$ cat config.mk
export PLATFORM = sky130hd
export DESIGN_NAME = mem_req_ctrl_flat
export DESIGN_NICKNAME = d
export VERILOG_FILES = /design/src/rtl/mem_req_ctrl_if.sv /design/src/rtl/mem_req_ctrl.sv /design/src/flat_wrapper.sv
export SDC_FILE = /design/constraint.sdc
export NUM_CORES = 1
export LEC_CHECK = 0
export ABC_CLOCK_PERIOD_IN_PS = 2200
export BUFFER_PORTS_ARGS = -buffer_cell sky130_fd_sc_hd__buf_2
export CELL_PAD_IN_SITES_DETAIL_PLACEMENT = 0
export CELL_PAD_IN_SITES_GLOBAL_PLACEMENT = 1
export CORE_MARGIN = 4
export CORE_UTILIZATION = 36
export CTS_CLUSTER_SIZE = 10
export DETAILED_ROUTE_END_ITERATION = 8
export GPL_TIMING_DRIVEN = 0
export PLACE_DENSITY = 0.81
export SETUP_SLACK_MARGIN = 0.02
export SLEW_MARGIN = 20
export SYNTH_ARGS = -nofsm -noshare
export SYNTH_HDL_FRONTEND = slang
export SYNTH_SLANG_ARGS = --single-unit
$ cat constraint.sdc
create_clock -name clk -period 2.2 [get_ports clk]
set_clock_uncertainty 0.1 [all_clocks]
set_input_delay 0.33 -clock clk [delete_from_list [all_inputs] [get_ports clk]]
set_output_delay 0.33 -clock clk [all_outputs]
set_load 0.02 [all_outputs]
$ cat src/rtl/mem_req_ctrl_if.sv
// -----------------------------------------------------------------------------
// mem_req_ctrl_if
// Bundles the requester handshake (req_*/rsp_*) and the single-port RAM bus
// (address/data/write_enable/data_out) served by mem_req_ctrl.
//   slave  : controller view (takes requests and RAM read data, drives the RAM
//            bus and responses)
//   master : environment view (requester plus RAM)
// -----------------------------------------------------------------------------
interface mem_req_ctrl_if;
   // requester side
   logic        req_valid;
   logic        req_ready;
   logic        req_we;
   logic [14:0] req_addr;
   logic [15:0] req_wdata;
   logic        rsp_valid;
   logic        rsp_ready;
   logic [15:0] rsp_rdata;
   // RAM side
   logic [14:0] address;
   logic [15:0] data;
   logic        write_enable;
   logic [15:0] data_out;

   modport slave (
      input  req_valid, req_we, req_addr, req_wdata, rsp_ready, data_out,
      output req_ready, rsp_valid, rsp_rdata, address, data, write_enable
   );

   modport master (
      output req_valid, req_we, req_addr, req_wdata, rsp_ready, data_out,
      input  req_ready, rsp_valid, rsp_rdata, address, data, write_enable
   );
endinterface

$ cat src/rtl/mem_req_ctrl.sv
// -----------------------------------------------------------------------------
// mem_req_ctrl
// Turns a valid/ready request stream into single-port RAM accesses. Writes
// pulse write_enable for one cycle and return no response; reads wait out the
// RAM latency, capture data_out and hold it on rsp_* until the requester
// takes it. One transaction in flight at a time.
//   clk    : clock, rising edge
//   rst_n  : asynchronous active-low reset
//   bus    : mem_req_ctrl_if.slave (request/response handshake + RAM bus)
// Parameter RD_LATENCY (1..4): clock edges from a registered RAM address to
// valid data_out.
// -----------------------------------------------------------------------------
module mem_req_ctrl #(
   parameter int RD_LATENCY = 1
) (
   input  logic          clk,
   input  logic          rst_n,
   mem_req_ctrl_if.slave bus
);

   typedef enum logic [1:0] {IDLE, WRITE, READ, RESP} state_t;

   state_t      state, state_nxt;
   logic [2:0]  cnt, cnt_nxt;
   logic [14:0] addr_q, addr_nxt;
   logic [15:0] data_q, data_nxt;
   logic [15:0] rdata_q, rdata_nxt;
   logic        we_q, we_nxt;
   logic        rv_q, rv_nxt;

   // Ready is a pure decode of the state register: no request is taken while
   // a write strobe, read wait or pending response is outstanding.
   assign bus.req_ready    = (state == IDLE);

   assign bus.address      = addr_q;
   assign bus.data         = data_q;
   assign bus.write_enable = we_q;
   assign bus.rsp_valid    = rv_q;
   assign bus.rsp_rdata    = rdata_q;

   always_ff @(posedge clk or negedge rst_n) begin
      if (!rst_n) begin
         state   <= IDLE;
         cnt     <= '0;
         addr_q  <= '0;
         data_q  <= '0;
         rdata_q <= '0;
         we_q    <= 1'b0;
         rv_q    <= 1'b0;
      end else begin
         state   <= state_nxt;
         cnt     <= cnt_nxt;
         addr_q  <= addr_nxt;
         data_q  <= data_nxt;
         rdata_q <= rdata_nxt;
         we_q    <= we_nxt;
         rv_q    <= rv_nxt;
      end
   end

   always_comb begin
      state_nxt = state;
      cnt_nxt   = cnt;
      addr_nxt  = addr_q;
      data_nxt  = data_q;
      rdata_nxt = rdata_q;
      we_nxt    = 1'b0;          // strobe only ever set on the way into WRITE
      rv_nxt    = rv_q;

      case (state)
         IDLE: begin
            if (bus.req_valid) begin
               addr_nxt = bus.req_addr;
               if (bus.req_we) begin
                  data_nxt  = bus.req_wdata;
                  we_nxt    = 1'b1;
                  state_nxt = WRITE;
               end else begin
                  cnt_nxt   = 3'(RD_LATENCY);
                  state_nxt = READ;
               end
            end
         end

         WRITE: begin
            state_nxt = IDLE;
         end

         READ: begin
            // The counter runs out on the RAM's last latency edge; capturing
            // one edge later samples data_out after it has settled.
            if (cnt == 3'd0) begin
               rdata_nxt = bus.data_out;
               rv_nxt    = 1'b1;
               state_nxt = RESP;
            end else begin
               cnt_nxt = cnt - 3'd1;
            end
         end

         RESP: begin
            if (bus.rsp_ready) begin
               rv_nxt    = 1'b0;
               state_nxt = IDLE;
            end
         end

         default: begin
            state_nxt = IDLE;
         end
      endcase
   end

endmodule

$ cat src/flat_wrapper.sv
// flat-port wrapper written by rule: the top's interface ports become plain ports
module mem_req_ctrl_flat 
#(
   parameter int RD_LATENCY = 1
)
  (clk, rst_n, bus_req_valid, bus_req_we, bus_req_addr, bus_req_wdata, bus_rsp_ready, bus_data_out, bus_req_ready, bus_rsp_valid, bus_rsp_rdata, bus_address, bus_data, bus_write_enable);
  mem_req_ctrl_if bus_i ();
  input  logic clk;
  input  logic rst_n;
  input wire logic [$bits(bus_i.req_valid)-1:0] bus_req_valid;
  input wire logic [$bits(bus_i.req_we)-1:0] bus_req_we;
  input wire logic [$bits(bus_i.req_addr)-1:0] bus_req_addr;
  input wire logic [$bits(bus_i.req_wdata)-1:0] bus_req_wdata;
  input wire logic [$bits(bus_i.rsp_ready)-1:0] bus_rsp_ready;
  input wire logic [$bits(bus_i.data_out)-1:0] bus_data_out;
  output wire logic [$bits(bus_i.req_ready)-1:0] bus_req_ready;
  output wire logic [$bits(bus_i.rsp_valid)-1:0] bus_rsp_valid;
  output wire logic [$bits(bus_i.rsp_rdata)-1:0] bus_rsp_rdata;
  output wire logic [$bits(bus_i.address)-1:0] bus_address;
  output wire logic [$bits(bus_i.data)-1:0] bus_data;
  output wire logic [$bits(bus_i.write_enable)-1:0] bus_write_enable;
  assign bus_i.req_valid = bus_req_valid;
  assign bus_i.req_we = bus_req_we;
  assign bus_i.req_addr = bus_req_addr;
  assign bus_i.req_wdata = bus_req_wdata;
  assign bus_i.rsp_ready = bus_rsp_ready;
  assign bus_i.data_out = bus_data_out;
  assign bus_req_ready = bus_i.req_ready;
  assign bus_rsp_valid = bus_i.rsp_valid;
  assign bus_rsp_rdata = bus_i.rsp_rdata;
  assign bus_address = bus_i.address;
  assign bus_data = bus_i.data;
  assign bus_write_enable = bus_i.write_enable;
  mem_req_ctrl #(.RD_LATENCY(RD_LATENCY)) u_core (.clk(clk), .rst_n(rst_n), .bus(bus_i));
endmodule
# After elaboration in Yosys (flattened, before gate mapping)
# Index checks and enable logic that the tools add are counted.
# totals
in_bits	52
register_bits	54
elab_cells	41
output_inout_bits	50
# classes
reduce_logical	10
n_mux	15
n_addsub	1
eq_ne	8
# ops
cell	count
$mux W3	3
$reduce_and A3 Y1	3
$mux W2	4
$ne A2 B2 Y1 const B	4
$pmux W2 S4	1
$pmux W3 S2	1
$mux W1	5
$eq A2 B2 Y1 const B	2
$reduce_and A2 Y1	2
$reduce_and A4 Y1	1
$reduce_bool A2 Y1	2
$logic_not A3 Y1	1
$sub A3 B1 Y3 const B	1
$eq A2 B1 Y1 const B	1
$logic_not A2 Y1	1
$ne A2 B1 Y1 const B	1
$pmux W1 S2	1

# Logic depth before layout (Yosys ltp)
# depth
depth_word	3
mapped_depth	7
depth_no_buf	6

# Worst setup path after synthesis
# Ideal clock, no wire load.
# synth_timing
path_kind	reg-to-reg
startpoint	reg u_core.cnt[0]
endpoint	reg u_core.rdata_q[10] (netlist: u_core.bus.rsp_rdata[10])
slack_ps	290
stages_incl_launch_ff	8
t_required_ps	1975
arrival_ps	1685
setup_ps	125
period_less_slack_ps	1910
path_buffers	2
cell_sequence	dfrtp_1 inv_1 ha_1 ha_1 buf_2 nand3b_1 buf_2 mux2_2
# synth_between
elab_chain_cells	2
# synth_rtl
item	line_no	rtl
from (decl)	mem_req_ctrl.sv:24	logic [2:0] cnt, cnt_nxt;
from (signal assigned)	mem_req_ctrl.sv:52	cnt <= cnt_nxt;
$logic_not A3 Y1	mem_req_ctrl.sv:92	if (cnt == 3'd0) begin
$reduce_and A2 Y1 (no line)	--	
to (signal assigned)	mem_req_ctrl.sv:55	rdata_q <= rdata_nxt;
to (decl)	mem_req_ctrl.sv:27	logic [15:0] rdata_q, rdata_nxt;
# Every way passes these cells.
# A chain may end at the register's enable or synchronous reset.

# Worst setup path in the final report
# layout_timing
startpoint	reg u_core.cnt[0]
endpoint	reg u_core.rdata_q[9] (netlist: u_core.bus.rsp_rdata[9])
# Same word-level chain as after synthesis.

==> impl_metrics.csv <==
group,metric,value,unit
timing,finalHoldViolCount,0,
global_routing,grt_max_degree,55,
final_layout,finalNetCount,305,
pwr,max-vdd-ir-drop,0.635,mV
pwr,p_sw_share,38.7,%
worst_setup_path,crit_top_cell,"ha_1",
worst_setup_path,worst_ep_arrival_time,2.09,ns
pwr,power.total,4.43,mW
logic_synthesis,synthAdderAreaFrac,1.16,%
worst_setup_path,timing.rr.end,"u_core.bus.rsp_rdata[9]",
timing,tns,0,ns
logic_synthesis,synth-simple-area-share,3.30,%
logic_synthesis,synth_compound_area_share,3.01,%
timing,max_slew_margin,55.6,%
final_layout,diodes,0,
logic_synthesis,ys_types,22,
timing,drv_slew,0,
pwr,p_int,2.72,mW
final_layout,areaGrowthSynthToFinish,33.5,%
worst_setup_path,endpoint_kind,"flop",
worst_setup_path,reg2reg_depth,7,
routing,drt_wl_total,4600,um
flow_run,drv_cap,0,
placed_design,place.gp.congestion,0.767,
placed_design,dp_hpwl,3520,um
worst_setup_path,slowest_stage,"dfrtp_1",
floorplanning,die_y,85.5,um
pwr,p_comb_share,49.6,%
logic_synthesis,syn_nets,191,
pwr,pwr_density_cell,1530,nW/um^2
hold_path,worstHoldEndpoint,"u_core.bus.address[7]",
clock_tree,cts_tree,"done",
logic_synthesis,synthMuxAreaShare,26.4,%
routing,wire_per_inst,14.3,um
hold_path,whs_path_depth,2,
worst_setup_path,start_kind,"flop",
global_routing,gr-total-overflow,0,
global_routing,antenna_found_initial,0,
hold_path,hold_class,"in -> reg",
timing,max_freq,497,MHz
clock_tree,clock-root-buffer,"clkbuf_8",
clock_tree,numClockSinks,54,
timing,fin_ws,0.187,ns
logic_synthesis,synth_xor_area_share,0,%
floorplanning,chipWidth,85.5,um
pwr,pwr-share-seq,38.9,%
logic_synthesis,avgSynthCellArea,15.8,sq um
global_routing,grt_pass1_wl,7590,um
logic_synthesis,syn_area,2160,sq um
timing,period_share,91.5,%
logic_synthesis,synth_seq_cells,54,
worst_setup_path,crit_chain,"inv_1 > ha_1 > ha_1 > buf_2 > nand3b_1 > clkbuf_4 > mux2_2",
placed_design,dp_cells,310,
floorplanning,fp-row-count,27,
outcome,status,"completed",
timing,setup_viol,0,
clock_tree,htree_levels,2,
clock_tree,clock_latency,0.29,ns
worst_setup_path,r2r-start,"u_core.cnt[0]",
placed_design,place_ws,0.0582,ns
worst_setup_path,slowest_delay,0.36,ns
timing,rsz0062_at_grt,"no",
timing,fin_crit,2.01,ns
pwr,p_leak,1.45,nW
logic_synthesis,synth_top_family_by_area,"multiplexers",
pwr,clkPwrFrac,11.5,%
floorplanning,initial_core_util,38.1,%
final_layout,final_cells,323,
floorplanning,die_area,7310,sq um
routing,first_pass_iters,4,
routing,ant_nets,0,
routing,drc,0,
clock_tree,cts.clk_slew.worst_paths,0.10,ns
routing,viasPerCell,4.62,
pwr,p_sw,1.71,mW
clock_tree,cts_buffers,5,
worst_setup_path,crit_fanout,10,
floorplanning,boundaryPins,102,
global_routing,grt_pass1_vias,1546,
worst_setup_path,path_class,"reg -> reg",
logic_synthesis,yosysWarningCount,0,
placed_design,port_buffers,101,
timing,worst_slew_pin_slew,0.666,ns
logic_synthesis,synth_edf_count,0,
logic_synthesis,synth_cells,137,
clock_tree,cts_buffer_depth,2,
hold_path,min_from,"bus_req_addr[7]",
logic_synthesis,synthFlopType,"dfrtp_1",
routing,dr_total_vias,1493,
logic_synthesis,ys_seq_area_share,62.5,%
final_layout,fin_util,50.9,%
final_layout,drive_above_1_share,66.5,%
floorplanning,fp.coreArea,5680,sq um
global_routing,gr-usage-all-layers,13.0,%
logic_synthesis,async_flop_share,100,%
worst_setup_path,reg2reg_setup_slack,0.19,ns
worst_setup_path,cp.required,2.28,ns
routing,dr.first_iter.drc_count,23,
==> cells by family after synthesis <==
family                   after synthesis
flip-flops                            54
AO/OA/AOI/OAI                         10
adder cells (fa/ha/maj)                2
AND/OR/NAND/NOR                       12
buffers and inverters                 11
multiplexers                          48
==> worst max-delay path, delay by kind of cell (launching register included) <==
| kind | cells | cell delay, ns |
|---|---|---|
| buf+inv | 3 | 0.50 |
| simple gates | 1 | 0.21 |
| fa+ha+maj | 2 | 0.36 |
| flops | 1 | 0.36 |
| mux | 1 | 0.36 |
==> layer usage <==
layer / GRT usage [%] / wire length [um] / up-vias
met2: 22.6 / 2470 / 45
met4: 4.32 / 51 / 0
li1: - / - / 698
met5: 0 / 0 / -
met1: 16.1 / 1860 / 745
met3: 2.40 / 226 / 5
==> power by group through the flow <==
stage | Sequential [mW] | Combinational (mW) | Clock (mW)
2_1_floorplan | 2.31 | 0.896 | 0
3_3_place_gp | 1.72 | 2.16 | 0
3_5_place_dp | 1.74 | 2.19 | 0
4_1_cts | 1.73 | 2.19 | 0.538
5_1_grt | 1.80 | 2.37 | 0.574
6_report | 1.72 | 2.20 | 0.512
==> registers in the layout (all words and copies together), names as in the netlist <==
name	cells
u_core.bus.address	15
u_core.bus.data	16
u_core.bus.rsp_rdata	16
u_core.bus.rsp_valid	1
u_core.bus.write_enable	1
u_core.cnt	3
u_core.state	2
==> synth_stat cells (3+ instances only) <==
cell type | number | area share (%)
nand2_1 | 4 | 0.69
mux2_2 | 40 | 21
inv_1 | 4 | 0.69
a21oi_1 | 3 | 0.69
dfrtp_1 | 54 | 62
mux2_4 | 8 | 5.6
buf_2 | 3 | 0.69
==> worst max path at each step <==
stage / from / to / slack (ns)
3_3_place_gp: u_core.cnt[0] / u_core.bus.rsp_rdata[12] / 0.1
6_report: u_core.cnt[0] / u_core.bus.rsp_rdata[9] / 0.19
3_5_place_dp: u_core.cnt[0] / u_core.bus.rsp_rdata[9] / 0.06
5_1_grt: u_core.cnt[0] / u_core.bus.rsp_rdata[9] / 0.08
2_1_floorplan: u_core.cnt[0] / u_core.bus.rsp_rdata[10] / 0.29
4_1_cts: u_core.cnt[0] / u_core.bus.rsp_rdata[9] / 0.04
==> area by class of cell <==
type	count	area [sq um]
timing repair buffer	107	556
multi-input combinational	72	732
clock buffer	7	76.3
sequential	54	1350
tap	72	90.1
fill	528	2790
buffer	7	67.6
inverter	4	15.0
==> metrics by stage <==
stage	instance area, sq um	hold slack [ns]
global route	2890	0.145
CTS	2850	0.150
global placement	2760	0.383
detailed placement	2760	0.316
finish	2890	0.158
floorplan	2160	-0.0656
==> cell usage in the layout (no fill, tap or decap), drive strengths merged <==
master,count
buf,112
dfrtp,54
mux2,48
clkbuf,8
inv,4
nand2,4
a21oi,3
nor3,2
o2bb2ai,2
nor2,2
o21ai,2
ha,2
nor3b,1
and2,1
nand3b,1
nand2b,1
a21o,1
a22oi,1
o21bai,1
dlygate4sd3,1
==> what timing repair did <==
| action | 4_1_cts | 5_1_grt |
|---|---|---|
| endpoints found under the hold margin | 37 | 0 |
| buffers inserted | 0 | 5 |
| setup endpoints to repair | 0 | 10 |
| resized for setup | 0 | 1 |
| hold buffers | 1 | 0 |
Power figures use the tool's default switching activity.
